===== src/rtl/px_adc_capture.sv =====
// -----------------------------------------------------------------------------
// px_adc_capture
//   Serial front end for the four pixel ADCs. One start request runs one
//   conversion frame on the shared chip-select / serial-clock bus and
//   deserialises the four ADC data lines in parallel. The frame is
//   LEAD_ZEROS leading bits followed by ADC_BITS data bits, MSB first.
//   The four samples are presented together with a one-cycle valid strobe.
//   A leading bit read back as 1 is reported per channel in frame_err.
//
//   Frame sequence: IDLE -> SETUP (cs low, sclk high) -> SHIFT (FRAME_BITS
//   sclk periods) -> QUIET (cs high) -> IDLE. Starts that arrive while the
//   block is busy are dropped.
//
// Ports
//   clk            in   system clock
//   reset          in   asynchronous reset, active-high
//   start          in   one-cycle request to begin a frame (ignored when busy)
//   px0..3_adc_din in   serial data from pixel ADC 0..3, synchronous to clk
//   px_adc_cs      out  chip select, active-low, shared by all four ADCs
//   px_adc_sclk    out  serial clock, idles high
//   busy           out  high from the cycle after an accepted start until
//                       the quiet period ends
//   sample_valid   out  one-cycle strobe; sample_data/frame_err update here
//   sample_data    out  {px3, px2, px1, px0}, ADC_BITS per field
//   frame_err      out  per-channel flag: a leading bit was read back as 1
// -----------------------------------------------------------------------------
module px_adc_capture #(
  parameter int ADC_BITS     = 12,
  parameter int LEAD_ZEROS   = 4,
  parameter int SCLK_DIV     = 2,
  parameter int QUIET_CYCLES = 4
) (
  input  logic                    clk,
  input  logic                    reset,
  input  logic                    start,
  input  logic                    px0_adc_din,
  input  logic                    px1_adc_din,
  input  logic                    px2_adc_din,
  input  logic                    px3_adc_din,
  output logic                    px_adc_cs,
  output logic                    px_adc_sclk,
  output logic                    busy,
  output logic                    sample_valid,
  output logic [4*ADC_BITS-1:0]   sample_data,
  output logic [3:0]              frame_err
);

  localparam int FRAME_BITS = LEAD_ZEROS + ADC_BITS;
  localparam int NUM_CH     = 4;

  localparam int DIV_W   = (SCLK_DIV > 1) ? $clog2(SCLK_DIV) : 1;
  localparam int BIT_W   = $clog2(FRAME_BITS);
  localparam int QUIET_W = (QUIET_CYCLES > 1) ? $clog2(QUIET_CYCLES) : 1;

  localparam logic [DIV_W-1:0]   DIV_LAST   = DIV_W'(SCLK_DIV - 1);
  localparam logic [BIT_W-1:0]   BIT_LAST   = BIT_W'(FRAME_BITS - 1);
  localparam logic [QUIET_W-1:0] QUIET_LAST = QUIET_W'(QUIET_CYCLES - 1);

  typedef enum logic [1:0] {
    IDLE  = 2'd0,
    SETUP = 2'd1,
    SHIFT = 2'd2,
    QUIET = 2'd3
  } state_t;

  // Data field of a received frame: the low ADC_BITS bits.
  function automatic logic [ADC_BITS-1:0] payload_of(input logic [FRAME_BITS-1:0] frame);
    return frame[ADC_BITS-1:0];
  endfunction

  // Any leading bit that came back as 1 marks the frame as suspect.
  function automatic logic lead_err_of(input logic [FRAME_BITS-1:0] frame);
    return |frame[FRAME_BITS-1:ADC_BITS];
  endfunction

  state_t                  state_q, state_d;
  logic [DIV_W-1:0]        div_q, div_d;
  logic [BIT_W-1:0]        bit_q, bit_d;
  logic [QUIET_W-1:0]      quiet_q, quiet_d;
  logic                    cs_q, cs_d;
  logic                    sclk_q, sclk_d;
  logic                    busy_q, busy_d;
  logic                    valid_q, valid_d;
  logic [4*ADC_BITS-1:0]   sample_data_q, sample_data_d;
  logic [NUM_CH-1:0]       frame_err_q, frame_err_d;

  logic [NUM_CH-1:0]       din;
  logic                    shift_en;
  logic [FRAME_BITS-1:0]   shreg_q [NUM_CH];

  assign din = {px3_adc_din, px2_adc_din, px1_adc_din, px0_adc_din};

  // ---------------------------------------------------------------------------
  // Next-state and output decode
  // ---------------------------------------------------------------------------
  always_comb begin
    state_d       = state_q;
    div_d         = div_q;
    bit_d         = bit_q;
    quiet_d       = quiet_q;
    cs_d          = cs_q;
    sclk_d        = sclk_q;
    busy_d        = busy_q;
    valid_d       = 1'b0;
    sample_data_d = sample_data_q;
    frame_err_d   = frame_err_q;
    shift_en      = 1'b0;

    unique case (state_q)
      IDLE: begin
        if (start) begin
          state_d = SETUP;
          cs_d    = 1'b0;
          sclk_d  = 1'b1;
          busy_d  = 1'b1;
          div_d   = '0;
        end
      end

      SETUP: begin
        if (div_q == DIV_LAST) begin
          state_d = SHIFT;
          div_d   = '0;
          bit_d   = '0;
          sclk_d  = 1'b0;
        end else begin
          div_d = div_q + 1'b1;
        end
      end

      SHIFT: begin
        if (div_q != DIV_LAST) begin
          div_d = div_q + 1'b1;
        end else begin
          div_d = '0;
          if (!sclk_q) begin
            // End of the low phase: this edge raises sclk and captures din.
            sclk_d   = 1'b1;
            shift_en = 1'b1;
          end else if (bit_q == BIT_LAST) begin
            // End of the last high phase: close the frame and publish it.
            // The last bit was captured at the preceding rising sclk edge,
            // so the shift registers already hold the complete frame.
            state_d = QUIET;
            cs_d    = 1'b1;
            sclk_d  = 1'b1;
            valid_d = 1'b1;
            quiet_d = '0;
            bit_d   = '0;
            for (int k = 0; k < NUM_CH; k++) begin
              sample_data_d[k*ADC_BITS +: ADC_BITS] = payload_of(shreg_q[k]);
              frame_err_d[k]                        = lead_err_of(shreg_q[k]);
            end
          end else begin
            bit_d  = bit_q + 1'b1;
            sclk_d = 1'b0;
          end
        end
      end

      QUIET: begin
        if (quiet_q == QUIET_LAST) begin
          state_d = IDLE;
          busy_d  = 1'b0;
          quiet_d = '0;
        end else begin
          quiet_d = quiet_q + 1'b1;
        end
      end

      default: begin
        state_d = IDLE;
      end
    endcase
  end

  // ---------------------------------------------------------------------------
  // Control and output registers
  // ---------------------------------------------------------------------------
  always_ff @(posedge clk or posedge reset) begin
    if (reset) begin
      state_q       <= IDLE;
      div_q         <= '0;
      bit_q         <= '0;
      quiet_q       <= '0;
      cs_q          <= 1'b1;
      sclk_q        <= 1'b1;
      busy_q        <= 1'b0;
      valid_q       <= 1'b0;
      sample_data_q <= '0;
      frame_err_q   <= '0;
    end else begin
      state_q       <= state_d;
      div_q         <= div_d;
      bit_q         <= bit_d;
      quiet_q       <= quiet_d;
      cs_q          <= cs_d;
      sclk_q        <= sclk_d;
      busy_q        <= busy_d;
      valid_q       <= valid_d;
      sample_data_q <= sample_data_d;
      frame_err_q   <= frame_err_d;
    end
  end

  // ---------------------------------------------------------------------------
  // Deserialisers: every bit is overwritten during a frame, so no reset
  // ---------------------------------------------------------------------------
  always_ff @(posedge clk) begin
    if (shift_en) begin
      for (int k = 0; k < NUM_CH; k++) begin
        shreg_q[k] <= {shreg_q[k][FRAME_BITS-2:0], din[k]};
      end
    end
  end

  assign px_adc_cs    = cs_q;
  assign px_adc_sclk  = sclk_q;
  assign busy         = busy_q;
  assign sample_valid = valid_q;
  assign sample_data  = sample_data_q;
  assign frame_err    = frame_err_q;

endmodule


===== config.mk =====
export PLATFORM = sky130hd
export DESIGN_NAME = px_adc_capture
export DESIGN_NICKNAME = d
export VERILOG_FILES = /design/src/rtl/px_adc_capture.sv
export SDC_FILE = /design/constraint.sdc
export NUM_CORES = 1
export LEC_CHECK = 0
export CAP_MARGIN = 20
export CORE_MARGIN = 8
export CORE_UTILIZATION = 40
export CTS_CLUSTER_SIZE = 28
export DETAILED_ROUTE_END_ITERATION = 8
export SLEW_MARGIN = 20
export SYNTH_ARGS = -nofsm -noshare
export SYNTH_HDL_FRONTEND = slang
export SYNTH_SLANG_ARGS = --single-unit

===== constraint.sdc =====
create_clock -name clk -period 3.93 [get_ports clk]
set_input_delay 0.786 -clock clk [delete_from_list [all_inputs] [get_ports clk]]
set_output_delay 0.786 -clock clk [all_outputs]
set_load 0.005 [all_outputs]

== Word level (Yosys, flattened, before mapping) ==
Memories as Yosys holds them, arrays and structs flattened.
Index checks and enable logic that the tools add are counted.

* Memories: 1
* Logic and storage cells: 85
* Output and inout port bits: 56
* Register bits: 65
* Memory bits (writable): 64
* Bits of input ports: 7

* Reduce and logical (&&, ||, !) cells: 20
* Mux-type cells: 40
* Add/sub/neg operators: 3
* Eq/ne operators: 11

{| class="wikitable"
|+ Memories
! memory !! words !! width !! rd ports !! clocked after Yosys merged registers in !! write ports !! line !! source
|-
| shreg_q || 4 || 16 || 4 || 0 || 4 || 89 || <nowiki>logic [FRAME_BITS-1:0] shreg_q [NUM_CH];</nowiki>
|}

{| class="wikitable"
|+ Operators by type and width
! cell !! count
|-
| two-way mux 2 bit || 10
|-
| two-way mux 1 bit || 19
|-
| two-way mux 4 bit || 4
|-
| AND reduction 4 bit || 4
|-
| OR reduction 4 bit || 4
|-
| inequality test 2 bit (second input constant) || 6
|-
| nonzero test 2 bit || 5
|-
| case mux 2 bit (4 select lines) || 1
|-
| case mux 4 bit (2 select lines) || 1
|-
| == test 2 bit (second input constant) || 3
|-
| case mux 1 bit (2 select lines) || 3
|-
| AND reduction 6 bit || 1
|-
| AND reduction 5 bit || 1
|-
| adder 4 x 1 -> 4 bit (second input constant) || 1
|-
| == test 4 bit (second input constant) || 1
|-
| case mux 2 bit (2 select lines) || 1
|-
| case mux 1 bit (3 select lines) || 1
|-
| AND reduction 3 bit || 1
|-
| nonzero test 3 bit || 1
|-
| adder 2 x 1 -> 2 bit (second input constant) || 1
|-
| == test 2 x 1 -> 1 bit (second input constant) || 1
|-
| logical NOT 2 bit || 1
|-
| AND reduction 2 bit || 1
|-
| OR reduction 2 bit || 1
|-
| adder 1 bit (second input constant) || 1
|}

== Depth between registers and ports, before layout ==
* Depth after elaboration: 5
* Mapped depth: 8
* Depth with buffers taken out: 6

== Worst setup path after synthesis ==
OpenSTA, ideal clock, no wires.

* Kind: reg2reg
* Start: reg state_q[0]
* End: mem shreg_q[0][0] (netlist bit), enable pin
* Stages on the path, launching flop included: 6
* Path buffers: 1
* Required time: 3.444 ns
* Period minus slack after synthesis: 4.182 ns
* Library setup time: 0.486 ns
* Slack: -0.252 ns
* Arrival time: 3.696 ns
* Path through: dfrtp_1 inv_1 ha_1 clkbuf_1 nand2_1 nor2_1

{| class="wikitable"
|+ RTL lines
! element !! line !! source
|-
| start, declared || 76 || <nowiki>state_t state_q, state_d;</nowiki>
|-
| start signal, assigned || 193 || <nowiki>state_q <= state_d;</nowiki>
|-
| end, declared || 89 ||
|}

== Final worst setup path ==
* Start: reg state_q[0]
* End: reg sample_data_q[26], in the netlist sample_data[26] (read register of shreg_q)

* Cells in the longest elaborated chain, start to end: 2

{| class="wikitable"
|+ RTL lines
! element !! line !! source
|-
| == test 2 bit || 109 || <nowiki>unique case (state_q)</nowiki>
|-
| AND reduction 4 bit (no line) || - ||
|-
| end, declared || 84 || <nowiki>logic [4*ADC_BITS-1:0] sample_data_q, sample_data_d;</nowiki>
|}

No other way between the ends.
A chain may end at the register's enable or synchronous reset.

==> summary.md <==
| Metric | Value |
|---|---|
| Post-route clock skew | 0.0103 ns |
| Hold/Removal Path Class | reg -> reg |
| Share of the synthesized area in the top cell type | 0.407 |
| Crit-path leading delay family | simple AND/OR/NAND/NOR gates |
| Worst skew pair latency | 0.40 ns |
| Final Hold Viols | 0 |
| Crit path cell chain | inv_1, ha_1, nand3_1, nor2_4, buf_12, mux2_2 |
| Worst Path Buf+Inv | 2 |
| Synth Warn # | 0 |
| DP HPWL | 5260 µm |
| Final setup TNS | 0 ns |
| Vias/cell | 4.92 |
| GRT Util Overall | 0.111 |
| Die width | 125 µm |
| Leakage | 2.50 nW |
| Number of remaining DRC errors | 0 |
| Fraction of layout instances using a drive strength above 1 | 0.251 |
| Yosys reg bits | 129 |
| GP Congestion | 0.790 |
| Number of global-route vias before repair | 2622 |
| Placed Cells | 461 |
| Cell taking the most area after synthesis | edfxtp_1 |
| Crit Path Max Fanout | 45 |
| Grt total ovfl | 0 |
| Predominant post-synthesis flop cell | edfxtp_1 |
| First-pass GRT wire length | 14000 µm |
| Relative slew slack | 0.461 |
| Nets | 351 |
| Measured slew at the worst slew-check pin | 0.808 ns |
| H-tree levels | 4 |
| CTS Hold Bufs | 0 |
| Finished Layout Cells | 493 |
| EDFF count, synth | 64 |
| Total wire length | 8180 µm |
| Number of cell rows | 39 |
| DR pass1 iterations | 4 |
| Peak Freq | 415 MHz |
| Resized cells post-CTS | 0 |
| CP Class | reg -> reg |
| Mean Syn Cell Area | 18.2 µm² |
| Synth top cells by count | edfxtp_1 (64), dfrtp_1 (63), mux2_2 (28) |
| Critical path endpoint category | register |
| Final setup vio count | 0 |
| VDD IR max | 0.317 mV |
| Die height | 125 µm |
| Status | complete, no violations |
| CTS buffer count | 17 |
| Initial antenna violation count | 0 |
| Initial Util | 0.411 |
| Crit path largest cell delay | 0.44 ns |
| Core area | 11500 µm² |
| Wire per inst | 16.6 µm |
| Most frequent cell after synthesis | edfxtp_1 |
| Area Overhead vs Synth | 29.7% |
| Final period util | 0.613 |
| Clock sinks | 129 |
| Syn_nets | 273 |
| PortBufs | 62 |
| Period minus WS final | 2.41 ns |
| ANT cells | 0 |
| Post-synthesis sequential area ratio | 0.753 |
| First DRT Iteration DRCs | 144 |
| Slew Limit Fails | 0 |
| Post-Syn Instances | 259 |
| WP data required | 4.21 ns |
| Post-CTS Repair Setup Buffers | 0 |
| Slowest cell on crit path | nor2_4 |
| Post-route ant nets | 0 |
| CTS Root Cell | clkbuf_16 |
| Top post-synthesis cells by area | edfxtp_1 (41%), dfrtp_1 (33%), mux2_2 (6.7%), mux2_4 (5.7%), ha_1 (1.9%) |
| Asr flop ratio synth | 0.504 |
| RSZ-0062 raised after global routing | no |
| CP Launch Type | register |
| Fillers | 934 |
| CTS tree | built |
| Number of I/O pins | 63 |
| Final core occ | 0.534 |
| Count of different cell masters after synthesis | 35 |
| Clock slew at reported path FFs | 0.06 ns |
| Die area | 15500 µm² |
| Maxcap violations | 0 |
| Pwr/cell area | 501 nW/µm² |
| Via count | 2424 |
| Largest net degree at the start of global routing | 48 |
| Worst EP arrival | 2.69 ns |
| Synthesized cell area | 4720 µm² |
| Max Root-Sink Buffers | 2 |
-- layer usage --
metal  track usage  routed length, µm  vias up
met5             0                  0        -
met4        0.0468                 70        0
met3        0.0451                452       10
met2         0.156               3580       71
met1         0.149               4070     1222
li1              -                  -     1121
-- area by class of cell --
cell class                      count  area, µm²  area share
Clock inverter                     13        175      0.0286
Tap cell                          143        179      0.0292
Timing Repair Buffer               66        676       0.110
Multi-Input combinational cell    117       1070       0.175
Sequential cell                   129       3550       0.580
Inverter                            6       23.8     0.00389
Clock buffer                       19        443      0.0724
-- cells by family (layout without fill, tap and decap cells) --
logic type                 after synthesis  after routing  synth area share
AOI/OAI and AO/OA                       26             26            0.0366
adders and majority gates                7              7            0.0186
buffers and inverters                   13            104            0.0220
DFF                                    129            129             0.753
muxes                                   50             50             0.133
and+or+nand+nor                         34             34            0.0369
-- path summary, 6_finish.rpt --
kind                               start              end  slack [ns]  depth (start not counted)
hold reg to reg            shreg_q[0][4]    shreg_q[0][5]        0.44                          0
setup / recovery              state_q[0]  sample_data[26]        1.52                          6
min in group asynchronous          reset  sample_data[45]        0.84                          2
max in group asynchronous          reset   sample_data[1]        2.44                          3
setup reg to reg              state_q[0]  sample_data[26]        1.52                          6
hold / removal             shreg_q[0][4]    shreg_q[0][5]        0.44                          0
-- sequential cells by signal (all words and copies together) (netlist names) --
signal and flops:
quiet_q 2, sample_data 48, shreg_q 64, busy 1, frame_err 4, sample_valid 1
px_adc_cs 1, div_q 1, px_adc_sclk 1, state_q 2, bit_q 4
-- through the flow --
step / cell area, µm² / setup WS (ns) / power (mW) / hold WS [ns]
after floorplan: 4720 / 0.805 / 1.45 / 0.420
after global placement: 5500 / 1.57 / 1.46 / 0.425
after detailed placement: 5500 / 1.51 / 1.46 / 0.429
after CTS: 6120 / 1.49 / 3.10 / 0.443
after global routing: 6120 / 1.40 / 3.16 / 0.446
final: 6120 / 1.52 / 3.06 / 0.445
-- placed cells by master (no fill, tap or decap), types with 2 or more instances in the layout --
| cell | n |
|---|---|
| nor2_4 | 2 |
| nand2_1 | 6 |
| a32o_1 | 3 |
| mux2_2 | 28 |
| nor2_1 | 9 |
| buf_12 | 2 |
| dfrtp_1 | 63 |
| mux2_1 | 3 |
| clkbuf_16 | 17 |
| dfstp_2 | 2 |
| clkinvlp_4 | 4 |
| nor4_1 | 4 |
| a31oi_1 | 2 |
| mux2_4 | 18 |
| edfxtp_1 | 64 |
| nand3_1 | 6 |
| bufinv_16 | 3 |
| ha_1 | 7 |
| clkdlybuf4s50_1 | 62 |
| a21oi_1 | 8 |
| inv_6 | 5 |
| o21ai_0 | 5 |
| buf_4 | 2 |
| nand2b_1 | 3 |
| inv_1 | 5 |
-- where the power goes --
group	total [mW]	switching [mW]	leakage, nW	internal [mW]
clock network	1.63	0.602	0.290	1.03
registers	1.41	0	1.45	1.41
logic	0.0213	0.0145	0.758	0.00677
total	3.06	0.617	2.50	2.45
(Power assumes the default switching activity.)
